### config.mk
export PLATFORM = sky130hd
export DESIGN_NAME = deal_control_fsm
export DESIGN_NICKNAME = d
export VERILOG_FILES = /design/src/rtl/deal_control_fsm.sv
export SDC_FILE = /design/constraint.sdc
export NUM_CORES = 1
export LEC_CHECK = 0
export CORE_AREA = 2 2 39 41
export CTS_BUF_LIST = sky130_fd_sc_hd__clkbuf_8
export DETAILED_ROUTE_END_ITERATION = 10
export DIE_AREA = 0 0 41 43
export MAX_ROUTING_LAYER = met4
export PLACE_DENSITY = 0.8
export SYNTH_ARGS = -nofsm -noshare
export SYNTH_HDL_FRONTEND = slang
export SYNTH_SLANG_ARGS = --single-unit
### constraint.sdc
create_clock -name slow_clock -period 6.2 [get_ports slow_clock]
set_input_delay 1.86 -clock slow_clock [delete_from_list [all_inputs] [get_ports slow_clock]]
set_output_delay 1.86 -clock slow_clock [all_outputs]
set_load 0.01 [all_outputs]
### src/rtl/deal_control_fsm.sv
// Baccarat deal controller.
// Sequences the six card-load strobes for the datapath, applies the player
// and banker third-card rules from the returned scores, and lights the
// winner once the hand is complete. All outputs are Moore decodes of the
// current state, forced low while resetb is asserted.
module deal_control_fsm (
  input  logic       slow_clock,
  input  logic       resetb,
  input  logic [3:0] pscore,
  input  logic [3:0] dscore,
  input  logic [3:0] pcard3,
  output logic       load_pcard1,
  output logic       load_pcard2,
  output logic       load_pcard3,
  output logic       load_dcard1,
  output logic       load_dcard2,
  output logic       load_dcard3,
  output logic       player_win_light,
  output logic       dealer_win_light
);

  typedef enum logic [3:0] {
    S_P1     = 4'd0,
    S_D1     = 4'd1,
    S_P2     = 4'd2,
    S_D2     = 4'd3,
    S_EVAL   = 4'd4,
    S_P3     = 4'd5,
    S_P3EVAL = 4'd6,
    S_D3     = 4'd7,
    S_DONE   = 4'd8
  } state_t;

  state_t state_q;
  state_t state_d;

  // Face cards and tens count zero; 0 means no card dealt and also counts zero.
  function automatic logic [3:0] card_value(input logic [3:0] rank);
    if ((rank >= 4'd1) && (rank <= 4'd9)) begin
      return rank;
    end else begin
      return 4'd0;
    end
  endfunction

  // Banker third-card decision once the player has drawn a third card.
  function automatic logic banker_draws(input logic [3:0] bscore,
                                        input logic [3:0] v);
    logic draw;
    case (bscore)
      4'd0, 4'd1, 4'd2: draw = 1'b1;
      4'd3:             draw = (v != 4'd8);
      4'd4:             draw = (v >= 4'd2) && (v <= 4'd7);
      4'd5:             draw = (v >= 4'd4) && (v <= 4'd7);
      4'd6:             draw = (v >= 4'd6) && (v <= 4'd7);
      default:          draw = 1'b0;
    endcase
    return draw;
  endfunction

  // Next-state logic: fixed deal order, then the drawing rules.
  always_comb begin
    state_d = state_q;
    case (state_q)
      S_P1: state_d = S_D1;
      S_D1: state_d = S_P2;
      S_P2: state_d = S_D2;
      S_D2: state_d = S_EVAL;
      S_EVAL: begin
        if ((pscore >= 4'd8) || (dscore >= 4'd8)) begin
          state_d = S_DONE;
        end else if (pscore <= 4'd5) begin
          state_d = S_P3;
        end else if (dscore <= 4'd5) begin
          state_d = S_D3;
        end else begin
          state_d = S_DONE;
        end
      end
      S_P3: state_d = S_P3EVAL;
      S_P3EVAL: begin
        if (banker_draws(dscore, card_value(pcard3))) begin
          state_d = S_D3;
        end else begin
          state_d = S_DONE;
        end
      end
      S_D3:   state_d = S_DONE;
      S_DONE: state_d = S_DONE;
      default: state_d = S_P1;
    endcase
  end

  // State register; reset returns the deal to the first player card.
  always_ff @(posedge slow_clock or negedge resetb) begin
    if (!resetb) begin
      state_q <= S_P1;
    end else begin
      state_q <= state_d;
    end
  end

  // Output decode; gated by resetb so every output is low during reset.
  always_comb begin
    load_pcard1      = 1'b0;
    load_pcard2      = 1'b0;
    load_pcard3      = 1'b0;
    load_dcard1      = 1'b0;
    load_dcard2      = 1'b0;
    load_dcard3      = 1'b0;
    player_win_light = 1'b0;
    dealer_win_light = 1'b0;
    if (resetb) begin
      case (state_q)
        S_P1: load_pcard1 = 1'b1;
        S_D1: load_dcard1 = 1'b1;
        S_P2: load_pcard2 = 1'b1;
        S_D2: load_dcard2 = 1'b1;
        S_P3: load_pcard3 = 1'b1;
        S_D3: load_dcard3 = 1'b1;
        S_DONE: begin
          player_win_light = (pscore >= dscore);
          dealer_win_light = (dscore >= pscore);
        end
        default: begin
          load_pcard1 = 1'b0;
        end
      endcase
    end else begin
      load_pcard1 = 1'b0;
    end
  end

endmodule

==> results.sh, run 1 <==
export IMPL_outcome="finished clean"
export IMPL_relSlewSlack_pct=74.43
export IMPL_synth_simple_area_share_pct=36.53
export IMPL_largestRegisters="state_q: 4 flops"
export IMPL_cts_reportedPaths_clkPinSlew_ns=0.03
export IMPL_seq_area_frac_synth_pct=21.33
export IMPL_grt_pass1_vias=461
export IMPL_fmax_ghz=0.1732
export IMPL_pin_count=22
export IMPL_layout_area_seq_um2=100.1
export IMPL_fp_dieH_um=43
export IMPL_drtIter0Drc=4
export IMPL_start_util_pct=33.91
export IMPL_finalSetupViolations=0
export IMPL_layout_min_cycle_time_ns=5.774
export IMPL_cts_hold_buf=0
export IMPL_tns_ns=0
export IMPL_drive_gt1_share_pct=8.235
export IMPL_rows=14
export IMPL_crit_slowest_cell="clkdlybuf4s50_1"
export IMPL_cts_tree="done"
export IMPL_coreArea_um2=1384
export IMPL_htree_levels=1
export IMPL_synthArstFlopShare_pct=100.0
export IMPL_num_nets_final=105
export IMPL_wl_per_cell_um=11.64
export IMPL_start_kind="input pin"
export IMPL_synth_edf_count=0
export IMPL_vias=545
export IMPL_grt_max_degree=16
export IMPL_top_register="state_q"
export IMPL_largest_reg_flops=4
export IMPL_crit_arrival_ns=3.91
export IMPL_cts_buffer_depth=2
export IMPL_synth_cells=63
export IMPL_dr_pass1_iters=2
export IMPL_synth_compound_area_share_pct=26.67
export IMPL_netlist_cell_type_count=30
export IMPL_path_max_fanout=3
export IMPL_root_buffer="clkbuf_8"
export IMPL_antenna_found_initial=0
export IMPL_ant_nets=0
export IMPL_overflow=0
export IMPL_required_ns=4.34
export IMPL_numPlacedInstances=98
export IMPL_synth_fa_ha_area_share_pct=10.67
export IMPL_path_buf_inv=3
export IMPL_synth_avg_cell_area_um2=7.448
export IMPL_dp_hpwl_um=916.1
export IMPL_n_antenna_cell=0
export IMPL_power_mw=0.2192
export IMPL_ys_warn_count=0
export IMPL_finClkSkew_ns=0.0006199
export IMPL_syn_to_final_growth_pct=56.27
export IMPL_power_leakage_nw=0.2982
export IMPL_hold_viol=0
export IMPL_yosys_area_share_xor_xnor_pct=0
export IMPL_cp_slowest_stage_delay_ns=0.54
export IMPL_clk_latency_ns=0.21
export IMPL_grt_use_total_pct=14.48
export IMPL_drc_errors=0
export IMPL_grt_setup_unrepaired="false"
export IMPL_post_cts_resized=0
export IMPL_min_path_type="reg -> reg"
export IMPL_synth_top_family_by_area="simple AND/OR/NAND/NOR gates"
export IMPL_die_w_um=41
export IMPL_cellPowerDensity_nw_per_um2=299.0
export IMPL_cp_top_family="buffers and inverters"
export IMPL_portBuffers=21
export IMPL_layout_cells_non_filler=101
export IMPL_ys_dominant_reg_cell="dfrtp_1"
export IMPL_vdd_drop_max_v=0.0001865
export IMPL_vias_per_cell=5.396
export IMPL_ys_seq_elements=4
export IMPL_criticalPathCategory="in -> out"
export IMPL_tightestPinTransition_ns=0.3738
export IMPL_maxCapViolations=0
export IMPL_synthesis_nets=81
export IMPL_multi_input_area_um2=346.6
export IMPL_cp_common_cell="clkdlybuf4s50_1"
export IMPL_grt_pass1_wl_um=1690
export IMPL_gp_congestion=0.7683
export IMPL_clkSinkCount=4
export IMPL_wirelength_um=1176
export IMPL_critical_path_endpoint_type="output pin"
export IMPL_period_share_pct=93.13
export IMPL_synth_area_um2=469.2
export IMPL_cts_buffers_inserted=3
export IMPL_fillCellCount=143
export IMPL_postCtsSetupBuffers=0
export IMPL_die_area_um2=1763
export IMPL_synthMuxAreaShare_pct=0
export IMPL_maxSlewViolCount=0
export IMPL_cp_cell_sequence="clkdlybuf4s50_1 > inv_1 > ha_1 > nor2b_1 > o21ai_0 > nand2b_1 > a21o_1 > a21oi_1 > clkdlybuf4s50_1"
-- cells in the final DEF (no fill, tap or decap), types with 3 or more instances in the layout --
| cell type | count |
|---|---|
| clkdlybuf4s50_1 | 21 |
| a21oi_1 | 7 |
| nor2_1 | 6 |
| nand2_1 | 5 |
| inv_1 | 4 |
| o21ai_0 | 4 |
| ha_1 | 4 |
| dfrtp_1 | 4 |
| nor3_1 | 3 |
| clkbuf_8 | 3 |
-- path summary, 6_finish.rpt --
kind | slack (ns) | to | depth (start not counted) | startpoint
setup reg to reg | 4.92 | state_q[2] | 3 | state_q[1]
hold reg to reg | 0.54 | state_q[1] | 1 | state_q[3]
max in group asynchronous | 4.11 | state_q[3] | 1 | resetb
setup / recovery | 0.43 | player_win_light | 9 | pscore[1]
hold / removal | 0.54 | state_q[1] | 1 | state_q[3]
min in group asynchronous | 1.88 | state_q[1] | 1 | resetb
-- cell type report --
cell class,count,area share (%)
flip-flops and latches,4,13.65
multi-input cells,53,47.27
well taps,16,2.730
clock buffers,3,5.631
repair buffers,21,28.67
inverters,4,2.048
-- logic make-up (layout without fill, tap and decap cells) --
group,count (synthesis),in the layout
AOI/OAI and AO/OA,19,19
and+or+nand+nor,30,30
buffers and inverters,6,28
adders and majority gates,4,4
DFF,4,4
-- Yosys cell counts (2+ instances only) --
cell | number | area share, %
o21ai_0 | 4 | 4.3
ha_1 | 4 | 11
clkbuf_1 | 2 | 1.6
nor2b_1 | 2 | 2.7
nand2_1 | 5 | 4.0
nand4_1 | 2 | 2.7
inv_1 | 4 | 3.2
nor2_1 | 6 | 4.8
dfrtp_1 | 4 | 21
nand2b_1 | 2 | 2.7
a21oi_1 | 7 | 7.5
nor3_1 | 3 | 3.2
-- per-stage QoR --
| stage | hold WS (ns) | instance area [µm²] | setup slack [ns] | util [%] |
|---|---|---|---|---|
| detailed placement | 0.5410 | 691.9 | 0.4166 | 50.00 |
| global route | 0.5660 | 733.2 | 0.2869 | 52.98 |
| floorplan | 0.4823 | 469.2 | 1.467 | - |
| CTS | 0.5441 | 733.2 | 0.4181 | 52.98 |
| global placement | 0.5231 | 691.9 | 0.4846 | 50.00 |
| finish | 0.5431 | 733.2 | 0.4259 | 52.98 |
-- routing by layer --
layer  share of wire, %  up-vias  track usage [%]
met5                  0        -                -
met4                  0        0            8.000
met3                6.2        0            3.665
met2                 49       14            24.06
met1                 44      248            14.38
li1                   -      283                -
-- where the power goes --
group,internal [mW],leakage (nW),switching [mW]
clock,0.0412,0.0216,0.0118
sequential,0.0384,0.0504,0.0312
combinational,0.0561,0.226,0.0405
No activity file was read; power rests on OpenSTA's default activity.
==> run 2: changes to the inputs <==
--- a/config.mk
+++ b/config.mk
@@ -5,6 +5,7 @@
 export SDC_FILE = /design/constraint.sdc
 export NUM_CORES = 1
 export LEC_CHECK = 0
+export ABC_AREA = 0
 export CORE_AREA = 2 2 39 41
 export CTS_BUF_LIST = sky130_fd_sc_hd__clkbuf_8
 export DETAILED_ROUTE_END_ITERATION = 10
==> results of run 2 <==
No change in the layout: final DEF, timing and power equal those of run 1.
